[src/rtl/game_stats.sv]
`default_nettype none
// ============================================================================
//  Module      : game_stats
//  Description : Round statistics for the falling-line typing game. Tracks
//                elapsed play time (BCD mm:ss), score (BCD, saturating),
//                current and best combo, and the round state shown on the
//                display overlay.
//  Revision    : 1.0 - initial release
// ============================================================================
module game_stats #(
    parameter int SCORE_MAX   = 999,
    parameter int TIME_LIMIT  = 0,
    parameter int BONUS_EVERY = 10
) (
    input  logic        clk,
    input  logic        clk_rst,
    input  logic        tick_1s,
    input  logic        start,
    input  logic        pause,
    input  logic        hit,
    input  logic        miss,
    input  logic        win,
    input  logic        lose,
    output logic [7:0]  min_bcd,
    output logic [7:0]  sec_bcd,
    output logic [11:0] score_bcd,
    output logic [7:0]  combo,
    output logic [7:0]  best_combo,
    output logic        running,
    output logic        timeout,
    output logic        done
);

    // Time limit and score ceiling pre-split into BCD digits so the
    // datapath compares digit-wise without any binary conversion.
    localparam int          c_LIM_MIN       = TIME_LIMIT / 60;
    localparam int          c_LIM_SEC       = TIME_LIMIT % 60;
    localparam logic [15:0] c_LIMIT_BCD     = {4'(c_LIM_MIN / 10), 4'(c_LIM_MIN % 10),
                                               4'(c_LIM_SEC / 10), 4'(c_LIM_SEC % 10)};
    localparam logic [11:0] c_SCORE_MAX_BCD = {4'(SCORE_MAX / 100), 4'((SCORE_MAX / 10) % 10),
                                               4'(SCORE_MAX % 10)};
    // Divisor kept non-zero so the modulo is always legal; the bonus is
    // separately gated off when BONUS_EVERY is 0.
    localparam logic [31:0] c_BONUS_DIV     = (BONUS_EVERY == 0) ? 32'd1 : 32'(BONUS_EVERY);

    typedef enum logic [1:0] {
        S_IDLE   = 2'd0,
        S_RUN    = 2'd1,
        S_PAUSED = 2'd2,
        S_DONE   = 2'd3
    } state_t;

    state_t      r_state;
    state_t      w_state_nxt;
    logic        r_start_q;
    logic [7:0]  r_min;
    logic [7:0]  r_sec;
    logic [11:0] r_score;
    logic [7:0]  r_combo;
    logic [7:0]  r_best;
    logic        r_running;
    logic        r_timeout;
    logic        r_done;

    logic        w_start_rise;
    logic        w_clear;
    logic        w_process;
    logic        w_limit_hit;
    logic [7:0]  w_min_inc;
    logic [7:0]  w_sec_inc;
    logic [7:0]  w_combo_inc;
    logic        w_bonus;
    logic [1:0]  w_score_add;
    logic [12:0] w_score_sum;
    logic [11:0] w_score_nxt;
    logic [7:0]  w_combo_nxt;
    logic [7:0]  w_best_nxt;

    // Adds 0..2 to a 3-digit BCD value; bit 12 is the carry out of the
    // hundreds digit so a wrap past 999 is caught by the saturation check.
    function automatic logic [12:0] bcd3_add(input logic [11:0] v, input logic [1:0] inc);
        logic [4:0] d0;
        logic [4:0] d1;
        logic [4:0] d2;
        logic       c;
        d0 = {1'b0, v[3:0]} + {3'b000, inc};
        c  = (d0 > 5'd9);
        if (c) d0 = d0 - 5'd10;
        d1 = {1'b0, v[7:4]} + {4'b0000, c};
        c  = (d1 > 5'd9);
        if (c) d1 = d1 - 5'd10;
        d2 = {1'b0, v[11:8]} + {4'b0000, c};
        c  = (d2 > 5'd9);
        if (c) d2 = d2 - 5'd10;
        return {c, d2[3:0], d1[3:0], d0[3:0]};
    endfunction

    assign w_start_rise = start & ~r_start_q;

    // BCD mm:ss increment with saturation at 99:59.
    always_comb begin
        w_min_inc = r_min;
        w_sec_inc = r_sec;
        if ((r_min == 8'h99) && (r_sec == 8'h59)) begin
            w_min_inc = r_min;
            w_sec_inc = r_sec;
        end else if (r_sec[3:0] != 4'd9) begin
            w_sec_inc[3:0] = r_sec[3:0] + 4'd1;
        end else begin
            w_sec_inc[3:0] = 4'd0;
            if (r_sec[7:4] != 4'd5) begin
                w_sec_inc[7:4] = r_sec[7:4] + 4'd1;
            end else begin
                w_sec_inc[7:4] = 4'd0;
                if (r_min[3:0] != 4'd9) begin
                    w_min_inc[3:0] = r_min[3:0] + 4'd1;
                end else begin
                    w_min_inc[3:0] = 4'd0;
                    w_min_inc[7:4] = r_min[7:4] + 4'd1;
                end
            end
        end
    end

    assign w_limit_hit = (TIME_LIMIT != 0) && tick_1s && ({w_min_inc, w_sec_inc} == c_LIMIT_BCD);

    // Score/combo update for the current hit/miss pair.
    always_comb begin
        w_combo_inc = (r_combo == 8'hFF) ? 8'hFF : (r_combo + 8'd1);
        w_bonus     = (BONUS_EVERY != 0) && (({24'd0, w_combo_inc} % c_BONUS_DIV) == 32'd0);
        w_score_add = 2'd0;
        w_combo_nxt = r_combo;
        if (hit && !miss) begin
            w_combo_nxt = w_combo_inc;
            w_score_add = w_bonus ? 2'd2 : 2'd1;
        end else if (miss) begin
            w_combo_nxt = 8'd0;
            w_score_add = hit ? 2'd1 : 2'd0;
        end
        w_score_sum = bcd3_add(r_score, w_score_add);
        w_score_nxt = (w_score_sum[12] || (w_score_sum[11:0] > c_SCORE_MAX_BCD))
                      ? c_SCORE_MAX_BCD : w_score_sum[11:0];
        w_best_nxt  = (w_combo_nxt > r_best) ? w_combo_nxt : r_best;
    end

    // Round state transitions; win/lose outrank pause, pause outranks events.
    always_comb begin
        w_state_nxt = r_state;
        w_clear     = 1'b0;
        w_process   = 1'b0;
        case (r_state)
            S_IDLE, S_DONE: begin
                if (w_start_rise) begin
                    w_clear     = 1'b1;
                    w_state_nxt = S_RUN;
                end
            end
            S_RUN: begin
                if (win || lose) begin
                    w_state_nxt = S_DONE;
                end else if (pause) begin
                    w_state_nxt = S_PAUSED;
                end else begin
                    w_process = 1'b1;
                    if (w_limit_hit) w_state_nxt = S_DONE;
                end
            end
            S_PAUSED: begin
                if (win || lose) begin
                    w_state_nxt = S_DONE;
                end else if (!pause) begin
                    w_state_nxt = S_RUN;
                end
            end
            default: w_state_nxt = S_IDLE;
        endcase
    end

    // State register, start edge history and registered status flags.
    always_ff @(posedge clk) begin
        if (clk_rst) begin
            r_state   <= S_IDLE;
            r_start_q <= start;
            r_running <= 1'b0;
            r_done    <= 1'b0;
            r_timeout <= 1'b0;
        end else begin
            r_state   <= w_state_nxt;
            r_start_q <= start;
            r_running <= (w_state_nxt == S_RUN);
            r_done    <= (w_state_nxt == S_DONE);
            r_timeout <= w_process & w_limit_hit;
        end
    end

    // Round counters: cleared on a new round, advanced only while running.
    always_ff @(posedge clk) begin
        if (clk_rst || w_clear) begin
            r_min   <= 8'h00;
            r_sec   <= 8'h00;
            r_score <= 12'h000;
            r_combo <= 8'd0;
            r_best  <= 8'd0;
        end else if (w_process) begin
            if (tick_1s) begin
                r_min <= w_min_inc;
                r_sec <= w_sec_inc;
            end
            r_score <= w_score_nxt;
            r_combo <= w_combo_nxt;
            r_best  <= w_best_nxt;
        end
    end

    assign min_bcd    = r_min;
    assign sec_bcd    = r_sec;
    assign score_bcd  = r_score;
    assign combo      = r_combo;
    assign best_combo = r_best;
    assign running    = r_running;
    assign timeout    = r_timeout;
    assign done       = r_done;

endmodule
`default_nettype wire

[config.mk]
export PLATFORM = sky130hd
export DESIGN_NAME = game_stats
export DESIGN_NICKNAME = d
export VERILOG_FILES = /design/src/rtl/game_stats.sv
export SDC_FILE = /design/constraint.sdc
export NUM_CORES = 1
export LEC_CHECK = 0
export CORE_UTILIZATION = 35
export DETAILED_ROUTE_END_ITERATION = 10
export DONT_BUFFER_PORTS = 1
export GPL_ROUTABILITY_DRIVEN = 0
export PLACE_DENSITY = 0.45
export REMOVE_ABC_BUFFERS = 1
export SETUP_SLACK_MARGIN = 0.05
export SLEW_MARGIN = 20
export SYNTH_ARGS = -nofsm -noshare
export SYNTH_HDL_FRONTEND = slang
export SYNTH_SLANG_ARGS = --single-unit
[constraint.sdc]
create_clock -name clk -period 13.65 [get_ports clk]
set_input_delay 2.0475 -clock clk [delete_from_list [all_inputs] [get_ports clk]]
set_output_delay 2.0475 -clock clk [all_outputs]
set_load 0.03 [all_outputs]
==> flow_summary.ini <==
[cts]
cts_tree = built
h-tree-depth = 2
clkTransAtPathRegs_ns = 0.07
cts_resized = 0
post_cts_buffers = 0
clockBufferDepth = 2
clkLatencyLatePin_ns = 0.29
cts_hold_buffers = 0
cts_buffers = 5
clock-sinks = 49
cts-root-buf = clkbuf_16

[placed_design]
io_buffers = 0
pre_cts_ws_ns = 1.66
dp_hpwl_mm = 9.02
placed_cells = 729

[worst_hold_path]
hold_class = flop to flop
hold_start = sec_bcd[3]

[sta]
timing.slew.headroom_pct = 35.5
finalCritPeriodShare_pct = 89.2
setup_viol = 0
final.min_clock_period_ns = 12.17
fin_skew_ns = 0.00487
clock.fmax_mhz = 82.2
setup_ws_ns = 1.48
rsz0062_at_grt = false
finalHoldViolations = 0
fin_setup_tns_ns = 0
tightest_slew_ns = 0.966
drv_slew = 0

[synthesis]
yosys-top-cells-area = dfxtp_1, ha_1, nor2_1, nand2_1, a21oi_1
yosysWarningCount = 0
ys_async_sr_fraction_pct = 0
synth-edff-count = 0
synth_top_cell_by_area = dfxtp_1
syn_inst = 587
synth_cell_types = 85
synth.avg_cell_area_sq_um = 7.54
synth_top_area_share_pct = 22.2
netlist_area_sq_um = 4430
ys_ff_latch = 49
synth_ff_type = dfxtp_1
ys_seq_area_share_pct = 22.2

[setup_path]
cp-end-kind = flop
critPathLaunch = combo[0]
path_delay_family = simple AND/OR/NAND/NOR gates
path_class = flop to flop
max_stage_delay_ns = 0.75
cp_slowest_cell = ha_1
cp-start-kind = flop
cp.arrival_ns = 12.34
critPathMaxFanout = 20
cp.required_ns = 13.82
r2r_start = combo[0]
critical_path_buf_inv_count = 2
crit_top_cell = ha_1

[drt]
remaining_drc_errors = 0
drtIter0Drc = 303
dr.pass1.iters = 5
routedWlPerCell_um = 16.4
postRouteAntennaNets = 0
num_vias = 4232
drt-total-wl_mm = 12.1
drt-vias-per-instance = 5.75

[power]
p_leak_nw = 1.75
intPower_w = 0.000236
combPwrFrac_pct = 12.9
power.density_nw_per_um2 = 69.6
p_sw_w = 0.0000898
sw_frac_of_total_pct = 27.6
p_seq_share_pct = 48.7
ir_drop_mv = 0.0512
power_frac_clock_pct = 38.4

[die]
io_pins = 56
die_y_um = 114
dieArea_sq_um = 13100
std_cell_rows = 40
coreArea_sq_um = 12200
start_util_pct = 36.4
die_x_um = 114

[global_route]
grt-ovfl-total = 0
grt_usage_pct = 18.7
grt_pass1_vias = 3998
antenna_found_initial = 0
grt_max_degree = 31
grt_first_pass_wirelength_mm = 19.9

[finish]
fin_cells = 736
drive_above_1_share_pct = 7.92
fillers = 1327
syn_to_final_growth_pct = 5.74
final_util_pct = 38.5
fin_nets = 604
diodes = 0

[run_status]
status = finished clean

[flow_run]
drv_cap = 0
[per-layer routing]
metal  vias up  global-route usage [%]  wire length (um)
met4         0                    6.49               270
met3        24                    3.60               703
met5         -                       0                 0
met2       111                    31.8              5500
li1       2101                       -                 -
met1      1996                    23.6              5600
[registers in the layout (all words and copies together) (netlist names)]
name and count:
running 1, r_start_q 1, combo 8, score_bcd 12
sec_bcd 8, min_bcd 8, best_combo 8, r_state 2
done 1
[cells in the mapped netlist (all sizes together), types with 4 or more instances]
library cell / count
nor2: 68
nand2: 62
dfxtp: 49
a21oi: 35
inv: 31
o21ai: 30
ha: 26
nand3: 24
clkbuf: 19
nor3: 17
buf: 14
xor2: 14
mux2i: 13
nor2b: 12
xnor2: 12
a31oi: 9
nand4: 9
o211ai: 9
a211oi: 8
a21o: 8
and3: 8
and2: 7
nand2b: 7
a2bb2oi: 6
o221a: 6
a211o: 5
nor4: 5
a32o: 4
and4: 4
nand3b: 4
o311ai: 4
or2: 4
[tightest hold or removal path, stage by stage (launching register included)]
cell     delay (ns)
dfxtp_1        0.43
o21ai_0        0.12
a21oi_1        0.06
[power by group through the flow]
stage	sequential, W	combinational, W	clock, W
final	0.000159	0.0000420	0.000125
after detailed placement	0.000162	0.0000418	0
after global routing	0.000160	0.0000470	0.000136
after CTS	0.000159	0.0000419	0.000131
after global placement	0.000162	0.0000408	0
after floorplan	0.000160	0.0000310	0
[kinds of logic (layout without fill, tap and decap cells)]
group | after synthesis | after routing | synth area share (%)
mux | 15 | 15 | 3.45
buf+inv | 64 | 45 | 6.45
flops | 49 | 49 | 22.2
compound gates | 161 | 161 | 27.2
other cells | 1 | 1 | 0.0847
fa+ha+maj | 29 | 29 | 8.26
simple gates | 242 | 242 | 27.3
xor+xnor | 26 | 26 | 5.15
[path summary, 6_finish.rpt]
check             cells after the start  slack, ns            to
hold / removal                        2       0.66    sec_bcd[3]
setup reg to reg                     49       1.48  score_bcd[5]
hold reg to reg                       2       0.66    sec_bcd[3]
setup / recovery                     49       1.48  score_bcd[5]
[through the flow]
stage	cell area [sq um]	hold slack, ns	total power (W)
final	4680	0.665	0.000326
after global routing	4680	0.729	0.000342
after CTS	4680	0.665	0.000332
after detailed placement	4530	0.657	0.000204
after global placement	4530	0.653	0.000203
after floorplan	4260	0.605	0.000191
[cell usage in the layout, fill, tap and decap left out, drive strengths merged, types with 9 or more instances in the layout]
cell type and n:
inv 31, o211ai 9, a21oi 35, nand4 9
mux2i 13, nand3 24, nor2 68, o21ai 30
ha 26, nor2b 12, xnor2 12, nand2 62
dfxtp 49, xor2 14, nor3 17, a31oi 9
[layout make-up]
type / count / area [sq um] / share of cell area (%)
clock buffers: 6 / 139 / 2.97
clock inverters: 1 / 7.51 / 0.160
inverters: 31 / 116 / 2.49
multi-input cells: 474 / 3170 / 67.8
flip-flops and latches: 49 / 981 / 21.0
well taps: 168 / 210 / 4.49
repair buffers: 7 / 52.6 / 1.12
Note: power is estimated with default switching activity, not from simulation.
